File: src/rtl/softmax_pkg.sv
// Shared types and constants for the softmax row normaliser.
// State encoding, default datapath widths and a constant-foldable clog2.
package softmax_pkg;
    typedef enum logic [1:0] {FILL, DIV, OUT} state_t;

    localparam int EX_W_DEF   = 9;
    localparam int PROB_W_DEF = 8;

    function automatic int clog2(input int v);
        int r;
        for (r = 0; (1 << r) < v; r++) begin
        end
        return r;
    endfunction
endpackage

File: src/rtl/softmax_row_ctrl_if.sv
// Score-in / probability-out handshake bundle for softmax_row_ctrl.
// slave = the row controller's view, master = the producer/consumer side.
interface softmax_row_ctrl_if
    import softmax_pkg::*;
#(
    parameter int EX_W   = EX_W_DEF,
    parameter int PROB_W = PROB_W_DEF
);
    logic [EX_W-1:0]   ex_slv_in;
    logic              vld_slv_in;
    logic              rdy_slv_out;
    logic [PROB_W-1:0] prob_mst_out;
    logic              last_mst_out;
    logic              vld_mst_out;
    logic              rdy_mst_in;

    modport slave (
        input  ex_slv_in, vld_slv_in, rdy_mst_in,
        output rdy_slv_out, prob_mst_out, last_mst_out, vld_mst_out
    );

    modport master (
        output ex_slv_in, vld_slv_in, rdy_mst_in,
        input  rdy_slv_out, prob_mst_out, last_mst_out, vld_mst_out
    );
endinterface

File: src/rtl/softmax_row_ctrl_serial_div.sv
// Restoring divider, one quotient bit per cycle, MSB first.
// The first bit is resolved in the start cycle, and done/quo_o are combinational on the last step.
module serial_div
    import softmax_pkg::*;
#(
    parameter int NUM_W = 17,
    parameter int DEN_W = 11,
    parameter int Q_W   = 9
) (
    input  logic             clk,
    input  logic             rst,
    input  logic             start_i,
    input  logic [NUM_W-1:0] num_i,
    input  logic [DEN_W-1:0] den_i,
    output logic             busy_o,
    output logic             done_o,
    output logic [Q_W-1:0]   quo_o
);
    localparam int CNT_W = clog2(Q_W + 1);

    logic             busy_q;
    logic [CNT_W-1:0] cnt_q;
    logic [DEN_W-1:0] rem_q, den_q, rem_src, den_src, rem_nx;
    logic [Q_W-1:0]   num_q, quo_q, quo_src;
    logic             bit_src, ge;
    logic [DEN_W:0]   trial;

    // Bits above the quotient field seed the remainder; they are below den whenever the quotient fits Q_W bits.
    always_comb begin
        rem_src = start_i ? DEN_W'(num_i[NUM_W-1:Q_W]) : rem_q;
        bit_src = start_i ? num_i[Q_W-1] : num_q[Q_W-1];
        den_src = start_i ? den_i : den_q;
        quo_src = start_i ? '0 : quo_q;
        trial   = {rem_src, bit_src};
        ge      = (trial >= {1'b0, den_src});
        rem_nx  = ge ? DEN_W'(trial - {1'b0, den_src}) : trial[DEN_W-1:0];
    end

    assign quo_o  = {quo_src[Q_W-2:0], ge};
    assign busy_o = busy_q;
    assign done_o = busy_q && (cnt_q == CNT_W'(1));

    always_ff @(posedge clk or posedge rst) begin
        if (rst) begin
            busy_q <= 1'b0;
            cnt_q  <= '0;
            rem_q  <= '0;
            den_q  <= '0;
            num_q  <= '0;
            quo_q  <= '0;
        end else if (start_i) begin
            busy_q <= 1'b1;
            cnt_q  <= CNT_W'(Q_W - 1);
            rem_q  <= rem_nx;
            den_q  <= den_i;
            num_q  <= num_i[Q_W-1:0] << 1;
            quo_q  <= quo_o;
        end else if (busy_q) begin
            rem_q <= rem_nx;
            num_q <= num_q << 1;
            quo_q <= quo_o;
            cnt_q <= cnt_q - 1'b1;
            if (cnt_q == CNT_W'(1)) busy_q <= 1'b0;
        end
    end
endmodule

File: src/rtl/softmax_row_ctrl.sv
// Buffers one row of e^x scores, sums them, then emits each score / sum as UQ0.8.
// Optional status outputs err_zero_sum/row_cnt exist when SOFTMAX_STATUS_EN is defined.
module softmax_row_ctrl
    import softmax_pkg::*;
#(
    parameter int ROW_LEN = 4,
    parameter int EX_W    = EX_W_DEF,
    parameter int PROB_W  = PROB_W_DEF
) (
    input  logic              clk,
    input  logic              rst,
    softmax_row_ctrl_if.slave bus
`ifdef SOFTMAX_STATUS_EN
    ,
    output logic              err_zero_sum,
    output logic [7:0]        row_cnt
`endif
);
    localparam int IDX_W = clog2(ROW_LEN);
    localparam int SUM_W = EX_W + IDX_W;
    localparam int NUM_W = EX_W + PROB_W;
    localparam int Q_W   = PROB_W + 1;

    state_t                       state_q;
    logic [IDX_W-1:0]             idx_q;
    logic [SUM_W-1:0]             sum_q, sum_d;
    logic [ROW_LEN-1:0][EX_W-1:0] sbuf_q;
    logic [PROB_W-1:0]            prob_q, prob_sat;
    logic                         last_q, last_idx;
    logic                         div_start, div_busy, div_done;
    logic [Q_W-1:0]               div_quo;

    assign sum_d     = sum_q + SUM_W'(bus.ex_slv_in);
    assign last_idx  = (idx_q == IDX_W'(ROW_LEN - 1));
    assign div_start = (state_q == DIV) && !div_busy;
    // A quotient of exactly 2^PROB_W means one score owns the whole row.
    assign prob_sat  = div_quo[PROB_W] ? '1 : div_quo[PROB_W-1:0];

    serial_div #(.NUM_W(NUM_W), .DEN_W(SUM_W), .Q_W(Q_W)) u_div (
        .clk     (clk),
        .rst     (rst),
        .start_i (div_start),
        .num_i   ({sbuf_q[idx_q], {PROB_W{1'b0}}}),
        .den_i   (sum_q),
        .busy_o  (div_busy),
        .done_o  (div_done),
        .quo_o   (div_quo)
    );

    always_ff @(posedge clk or posedge rst) begin
        if (rst) begin
            state_q <= FILL;
            idx_q   <= '0;
            sum_q   <= '0;
            sbuf_q  <= '0;
            prob_q  <= '0;
            last_q  <= 1'b0;
        end else begin
            case (state_q)
                FILL: if (bus.vld_slv_in) begin
                    sbuf_q[idx_q] <= bus.ex_slv_in;
                    sum_q         <= sum_d;
                    if (last_idx) begin
                        idx_q   <= '0;
                        prob_q  <= '0;
                        last_q  <= 1'b0;
                        state_q <= (sum_d == '0) ? OUT : DIV;
                    end else begin
                        idx_q <= idx_q + 1'b1;
                    end
                end
                DIV: if (div_done) begin
                    prob_q  <= prob_sat;
                    last_q  <= last_idx;
                    state_q <= OUT;
                end
                OUT: if (bus.rdy_mst_in) begin
                    prob_q <= '0;
                    if (last_q) begin
                        sum_q   <= '0;
                        idx_q   <= '0;
                        last_q  <= 1'b0;
                        state_q <= FILL;
                    end else begin
                        idx_q   <= idx_q + 1'b1;
                        last_q  <= (idx_q == IDX_W'(ROW_LEN - 2));
                        state_q <= (sum_q == '0) ? OUT : DIV;
                    end
                end
                default: state_q <= FILL;
            endcase
        end
    end

    assign bus.rdy_slv_out  = (state_q == FILL);
    assign bus.vld_mst_out  = (state_q == OUT);
    assign bus.prob_mst_out = prob_q;
    assign bus.last_mst_out = last_q;

`ifdef SOFTMAX_STATUS_EN
    always_ff @(posedge clk or posedge rst) begin
        if (rst) begin
            err_zero_sum <= 1'b0;
            row_cnt      <= '0;
        end else begin
            if (state_q == FILL && bus.vld_slv_in && last_idx && sum_d == '0) err_zero_sum <= 1'b1;
            if (state_q == OUT && bus.rdy_mst_in && last_q) row_cnt <= row_cnt + 8'd1;
        end
    end
`endif
endmodule

File: src/flat_wrapper.sv
// flat-port wrapper written by rule: the top's interface ports become plain ports
module softmax_row_ctrl_flat import softmax_pkg::*;
#(
    parameter int ROW_LEN = 4,
    parameter int EX_W    = EX_W_DEF,
    parameter int PROB_W  = PROB_W_DEF
)
  (clk, rst, bus_ex_slv_in, bus_vld_slv_in, bus_rdy_mst_in, bus_rdy_slv_out, bus_prob_mst_out, bus_last_mst_out, bus_vld_mst_out);
  softmax_row_ctrl_if #(.EX_W(EX_W), .PROB_W(PROB_W)) bus_i ();
  input  logic clk;
  input  logic rst;
  input wire logic [$bits(bus_i.ex_slv_in)-1:0] bus_ex_slv_in;
  input wire logic [$bits(bus_i.vld_slv_in)-1:0] bus_vld_slv_in;
  input wire logic [$bits(bus_i.rdy_mst_in)-1:0] bus_rdy_mst_in;
  output wire logic [$bits(bus_i.rdy_slv_out)-1:0] bus_rdy_slv_out;
  output wire logic [$bits(bus_i.prob_mst_out)-1:0] bus_prob_mst_out;
  output wire logic [$bits(bus_i.last_mst_out)-1:0] bus_last_mst_out;
  output wire logic [$bits(bus_i.vld_mst_out)-1:0] bus_vld_mst_out;
  assign bus_i.ex_slv_in = bus_ex_slv_in;
  assign bus_i.vld_slv_in = bus_vld_slv_in;
  assign bus_i.rdy_mst_in = bus_rdy_mst_in;
  assign bus_rdy_slv_out = bus_i.rdy_slv_out;
  assign bus_prob_mst_out = bus_i.prob_mst_out;
  assign bus_last_mst_out = bus_i.last_mst_out;
  assign bus_vld_mst_out = bus_i.vld_mst_out;
  softmax_row_ctrl #(.ROW_LEN(ROW_LEN), .EX_W(EX_W), .PROB_W(PROB_W)) u_core (.clk(clk), .rst(rst), .bus(bus_i));
endmodule
File: config.mk
export PLATFORM = sky130hd
export DESIGN_NAME = softmax_row_ctrl_flat
export DESIGN_NICKNAME = d
export VERILOG_FILES = /design/src/rtl/softmax_pkg.sv /design/src/rtl/softmax_row_ctrl_if.sv /design/src/rtl/softmax_row_ctrl_serial_div.sv /design/src/rtl/softmax_row_ctrl.sv /design/src/flat_wrapper.sv
export SDC_FILE = /design/constraint.sdc
export NUM_CORES = 1
export LEC_CHECK = 0
export ABC_AREA = 1
export ABC_CLOCK_PERIOD_IN_PS = 3900
export CAP_MARGIN = 15
export CORE_UTILIZATION = 40
export DETAILED_ROUTE_END_ITERATION = 10
export GPL_ROUTABILITY_DRIVEN = 0
export SETUP_SLACK_MARGIN = 0.02
export SYNTH_ARGS = -nofsm -noshare
export SYNTH_HDL_FRONTEND = slang
export SYNTH_SLANG_ARGS = --single-unit
File: constraint.sdc
create_clock -name clk -period 3.9 [get_ports clk]
set_clock_uncertainty 0.1 [all_clocks]
set_input_delay 0.975 -clock clk [delete_from_list [all_inputs] [get_ports clk]]
set_output_delay 0.975 -clock clk [all_outputs]
set_load 0.02 [all_outputs]
==> out/qor.txt, run 1 <==
Area after DPL: 5868 um^2
Final global-route overflow total: 0
Crit-path max FO: 24
Switch share: 0.4571
R2R cell count: 15
Leakage: 3.066 nW
Area of the multi-input gates: 2615 um^2
CP Buf/Inv Count: 2
Largest family of logic cells by synthesized area: simple AND/OR/NAND/NOR gates
Power share of the combinational group: 0.553
Critical path class: reg -> reg
VDD IR max: 0.3181 mV
Root Driver: clkbuf_16
Mapped Area: 5418 um^2
Fillcell total: 1322
Vias per inst: 5.202
CP Launch Type: flip-flop
DIE WIDTH: 118.4 um
Gr usage total: 0.2125
Post-CTS Setup Bufs: 0
Seq cells post-synth: 95
CP Capture Point: u_core.u_div.rem_q[9]$_DFFE_PP0P_
Nets: 781
Pre-CTS setup slack: 178.6 ps
Peak per-stage delay on the critical path: 470 ps
Worst slew pin tran: 663.4 ps
Worst hold start: u_core.sbuf_q[35]$_DFFE_PP0P_
Pwr dens: 960.5 nW/um^2
Global-route wire length before repair: 23.34 mm
Seq pwr share: 0.289
Area grow syn2layout: 14.18%
Max stage delay cell, worst path: inv_1
Largest net degree at the start of global routing: 96
Critical Path Source: u_core.state_q[1]$_DFFE_PP0P_
Initial antenna violation count: 0
EDFF count, synth: 0
Register area: 2377 um^2
Synth warnings: 0
Area contributors post-synth: dfrtp_1 (44%), nand2_1 (12%), o21ai_0 (9.8%), ha_1 (6.9%), inv_1 (5.8%)
Hold buffers post-CTS: 0
Initial Util: 0.4091
Clock Power Share: 0.158
Residual DRC: 0
Die ar.: 14010 um^2
Core ar.: 13240 um^2
CP top delay family: simple AND/OR/NAND/NOR gates
Run status: complete, no violations
Sequential fraction of the synthesis area: 0.4388
Internal reg-to-reg setup slack: 390 ps
Routed Antenna Nets: 0
Worst Setup End Kind: flip-flop
Max-cap viol count: 0
DRT Pass-1 Iters: 4
RSZ-0062 raised after global routing: false
Worst EP arrival: 3700 ps
Data required time of the worst path: 4090 ps
Compound-Gate Fraction of Synth Area: 0.1520
DIE HEIGHT: 118.4 um
# port buffers: 23
Syn Area/Cell: 7.620 um^2
Worst-path clk slew: 70 ps
Core Util, Final: 0.4671
Vias in the first global route: 4660
Final worst path period share: 0.8995
DR vias: 4770
Hpwl dp: 10.28 mm
Final worst slack: 391.9 ps
Routed length per instance: 15.09 um
WHS: 382.5 ps
XOR/XNOR share of the synthesized area: 0.009700
Reg-to-Reg Start: u_core.state_q[1]$_DFFE_PP0P_
Starting DRT DRC Count: 314
Post-Synth Simple-Gate Area: 0.2443
Crit-path cells: inv_1, ha_1, nand2_2, inv_1, or2_2, o21ai_0, ha_1, a21oi_1, o21ai_1, a21oi_2, o21a_1, nand2_2, nor2_4, nand2_1, nand3_1
Top-area cell type share of the netlist area: 0.4388
Final Hold Vio Count: 0
Layout cells sized above 1: 0.06073
Synth area leader: dfrtp_1
Top FF cell, synth: dfrtp_1
Final Instance Area: 6186 um^2
CTS H-tree depth: 3
Ports: 24
CTS max path bufs: 2
Switching power: 0.002716 W
Latest clock arrival within the worst-skew pair: 350 ps
Distinct cells, synth: 36
Max_slew headroom: 0.5561
CP Depth: 15
P_int: 0.003226 W
CTS Sinks: 95
Post-Route Setup TNS: 0 ps
Detailed Route WL: 13.84 mm
Worst Hold Class: reg -> reg
CTS tree: yes
Crit Reg-Reg Endpoint: u_core.u_div.rem_q[9]$_DFFE_PP0P_
Adder-cell share of the synthesized area: 0.07667
Mux cell area share after synthesis: 0
Number of gates resized after cts: 0
Final Max Tran Viols: 0
Row count: 42
Async S/R FF share, synth: 1.000
Period minus WS final: 3508 ps
CTS Buf Count: 9
F_max: 0.2851 GHz
Antenna cells: 0
Final setup vio count: 0
Cell count after synthesis: 711
Syn_nets: 756
## state kept, by name, indices dropped and copies added, names as in the netlist
name                     count
u_core.u_div.cnt_q           4
u_core.u_div.rem_q          11
u_core.sum_q                11
u_core.u_div.busy_o          1
u_core.state_q               2
u_core.idx_q                 2
u_core.bus.last_mst_out      1
u_core.bus.prob_mst_out      8
u_core.u_div.den_q          11
u_core.u_div.quo_q           8
u_core.sbuf_q               36
## how the worst min path moves through the flow
stage                                         end  slack [ps]  cells past startpoint
global route        u_core.sbuf_q[30]$_DFFE_PP0P_         390                      2
detailed placement  u_core.sbuf_q[15]$_DFFE_PP0P_         370                      2
finish              u_core.sbuf_q[35]$_DFFE_PP0P_         380                      2
global placement    u_core.sbuf_q[15]$_DFFE_PP0P_         360                      2
floorplan           u_core.sbuf_q[11]$_DFFE_PP0P_         350                      2
CTS                 u_core.sbuf_q[35]$_DFFE_PP0P_         390                      2
## cells in the final DEF (no fill, tap or decap), types with 10 or more instances in the layout
master | synthesis | layout
o21ai_0 | 106 | 106
or2_2 | 10 | 10
dfrtp_1 | 95 | 95
nand3_1 | 41 | 41
a21oi_1 | 18 | 18
ha_1 | 30 | 30
inv_1 | 83 | 82
o22ai_1 | 11 | 11
buf_4 | 1 | 11
clkdlybuf4s50_1 | 0 | 23
nand2_1 | 173 | 173
nor2_1 | 74 | 74
## final cells by class
type / count / area share
multi-input combinational: 510 / 0.4227
timing repair buffer: 35 / 0.05380
tap: 176 / 0.03560
clock buffer: 12 / 0.04308
sequential: 95 / 0.3843
clock inverter: 4 / 0.008293
inverter: 85 / 0.05218
## through the flow
stage / instances / power, W
2_1_floorplan: 711 / 0.004150
3_3_place_gp: 901 / 0.004932
3_5_place_dp: 901 / 0.004991
4_1_cts: 917 / 0.005944
5_1_grt: 917 / 0.006522
6_report: 917 / 0.005942
## cells in the mapped netlist, types with 4 or more instances
cell and instances:
nor2_1 74, o21ai_0 106, a31oi_1 8, nand4_1 8, dfrtp_1 95, a21oi_1 18
nor3_1 4, inv_1 83, nand3_1 41, nand2_1 173, buf_2 5, clkbuf_1 12
ha_1 30, or2_2 10, o22ai_1 11
## cell families after synthesis
family / Yosys count
simple gates: 318
compound gates: 154
buf+inv: 106
flops: 95
fa+ha+maj: 32
xor+xnor: 6
## power by group through the flow
stage / Combinational (W) / Clock (W) / Sequential (W)
floorplan: 0.00247 / 0 / 0.00168
global placement: 0.00322 / 0 / 0.00172
detailed placement: 0.00326 / 0 / 0.00173
CTS: 0.00328 / 0.000955 / 0.00171
global route: 0.00376 / 0.000996 / 0.00177
finish: 0.00329 / 0.000940 / 0.00172
## worst register-to-register path, cell delays in order, from the launching register on
cell and delay [ps]:
dfrtp_1 380, inv_1 80, ha_1 230, nand2_2 80, inv_1 470, or2_2 220, o21ai_0 140, ha_1 390
a21oi_1 240, o21ai_1 130, a21oi_2 110, o21a_1 170, nand2_2 200, nor2_4 320, nand2_1 90, nand3_1 90
## per-layer routing
layer | up-vias | global-route usage | part of all wire
met5 | - | 0 | 0
met1 | 2269 | 0.2838 | 0.47
li1 | 2370 | - | -
met4 | 0 | 0.09415 | 0.028
met3 | 22 | 0.03234 | 0.036
met2 | 109 | 0.3415 | 0.46
(Power assumes the default switching activity.)
==> run 2: changes to the inputs <==
Settings changed: GPL_TIMING_DRIVEN set to 0, SETUP_SLACK_MARGIN 0.02 to 0.05.
==> run 2 against run 1 <==
Net effect: maximum frequency is 0.47% higher; design area up 0.16%; wire length down 0.59%; count of clock-buffer cells in the layout is 2 lower; final cell count up 1.1%; utilization rose by 0.076 points; critical path depth rose by 3; highest routed layer unchanged.
==> out/qor.txt, run 2 (synthesis gave the netlist of run 1 again) <==
Run status: complete, no violations
Latest clock arrival within the worst-skew pair: 350 ps
Hpwl dp: 10.86 mm
Worst path most repeated cell: nand2_1
Reg-to-Reg Start: u_core.state_q[1]$_DFFE_PP0P_
Global-route wire length before repair: 23.15 mm
Crit-path cells: inv_1, ha_1, nand2_2, buf_6, inv_1, buf_2, nor2_1, a31oi_1, ha_1, nand2_1, nor2_1, nand2_1, o21a_1, nand2_2, nor2_4, buf_6, nand2_1, nand3_1
Grt met1 use: 0.2716
Area grow syn2layout: 14.36%
Worst hold start: u_core.sbuf_q[30]$_DFFE_PP0P_
Non-Filler Instances: 927
F_max: 0.2864 GHz
VDD IR max: 0.3177 mV
Placed cells: 911
Worst Hold Class: reg -> reg
Post-Route Setup TNS: 0 ps
WHS: 380.3 ps
Vias in the first global route: 4743
Final worst path period share: 0.8953
DR vias: 4880
Top reg by flops: u_core.sbuf_q
Clock Power Share: 0.150
Row count: 42
Core Util, Final: 0.4679
CP top delay family: simple AND/OR/NAND/NOR gates
Max reg flops: 36
Hold buffers post-CTS: 0
CTS Sinks: 95
Nets: 791
Detailed Route WL: 13.76 mm
Layout cells sized above 1: 0.05459
P_int: 0.003190 W
Final Hold Vio Count: 0
Power share of the combinational group: 0.559
CP Launch Type: flip-flop
Register area: 2377 um^2
Peak per-stage delay on the critical path: 410 ps
GRT busiest layer: met2
Commonest non-fill, non-tap cell in the layout: nand2_1
Routed length per instance: 14.84 um
DRT Pass-1 Iters: 5
Initial antenna violation count: 0
Critical Path Source: u_core.state_q[1]$_DFFE_PP0P_
Max-cap viol count: 0
Initial Util: 0.4091
Worst-path clk slew: 70 ps
Core ar.: 13240 um^2
Switching power: 0.002727 W
CP Buf/Inv Count: 5
# port buffers: 23
Worst EP arrival: 3610 ps
Data required time of the worst path: 4020 ps
Max stage delay cell, worst path: dfrtp_1
CTS tree: yes
RSZ-0062 raised after global routing: false
Fillcell total: 1325
Starting DRT DRC Count: 262
Final Max Tran Viols: 0
Post-CTS Setup Bufs: 0
Crit-path max FO: 10
Switch share: 0.4609
CTS H-tree depth: 3
Pwr dens: 954.9 nW/um^2
Final global-route overflow total: 0
Ports: 24
Number of gates resized after cts: 0
Critical path class: reg -> reg
Met2 Use GR: 0.3588
Pre-CTS setup slack: 94.77 ps
Final worst slack: 408.3 ps
Worst Setup End Kind: flip-flop
Final setup vio count: 0
Most frequent cells in the layout: nand2_1 (173), o21ai_0 (106), dfrtp_1 (95)
Seq pwr share: 0.291
Largest net degree at the start of global routing: 54
Worst slew pin tran: 696.8 ps
Routed Antenna Nets: 0
CTS Buf Count: 9
Routing usage on met3: 0.03041
CTS max path bufs: 2
Max_slew headroom: 0.5338
Antenna cells: 0
Vias per inst: 5.264
Root Driver: clkbuf_16
Period minus WS final: 3492 ps
Die ar.: 14010 um^2
Area of the multi-input gates: 2615 um^2
Leakage: 3.045 nW
Residual DRC: 0
DIE HEIGHT: 118.4 um
DIE WIDTH: 118.4 um
Gr usage total: 0.2108
run 2: changes by cell type in the layout (fill, tap and decap cells not counted), moves of 2 or more:
cell        previous run  this run
clkinv_2               2         0
buf_4                 11         1
clkbuf_8               3         0
clkinvlp_4             1         4
buf_6                  0         2
clkbuf_1               0        13
buf_2                  0         5
run 2: worst min-delay path: stages (launching register included):
cell and delay [ps]:
dfrtp_1 340, nand2_1 50, o21ai_0 50
run 2: cell type report:
class                           count  area share
Multi-Input combinational cell    510      0.4221
Sequential cell                    95      0.3837
Inverter                           85     0.05230
Timing Repair Buffer               24     0.04160
Clock buffer                       10     0.03695
Tap cell                          176     0.03554
Buffer                             21     0.01676
Clock inverter                      6     0.01111
run 2: power by group through the flow:
stage	clock network (W)	logic [W]	registers [W]
after floorplan	0	0.00247	0.00168
after global placement	0	0.00321	0.00171
after detailed placement	0	0.00328	0.00173
after CTS	0.000901	0.00331	0.00172
after global routing	0.000944	0.00377	0.00177
final	0.000888	0.00331	0.00172
run 2: metrics by stage:
stage               total power (W)  instance area [um^2]
floorplan                  0.004150                  5418
global placement           0.004923                  5868
detailed placement         0.005015                  5898
CTS                        0.005925                  6196
global route               0.006493                  6196
finish                     0.005917                  6196
run 2: per-layer routing:
| layer | part of all wire | wire length [um] |
|---|---|---|
| met5 | 0 | 0 |
| met4 | 0.021 | 291 |
| met3 | 0.040 | 550 |
| met2 | 0.48 | 6591 |
| met1 | 0.46 | 6321 |
run 2: worst paths after layout:
kind | end | slack [ps] | cells after the start
max in group asynchronous | u_core.u_div.quo_q[1]$_DFFE_PP0P_ | 2100 | 3
min | u_core.sbuf_q[30]$_DFFE_PP0P_ | 380 | 2
max | u_core.u_div.rem_q[3]$_DFFE_PP0P_ | 410 | 18
min in group asynchronous | u_core.sbuf_q[4]$_DFFE_PP0P_ | 960 | 2
min reg2reg | u_core.sbuf_q[30]$_DFFE_PP0P_ | 380 | 2
max reg2reg | u_core.u_div.rem_q[3]$_DFFE_PP0P_ | 410 | 18
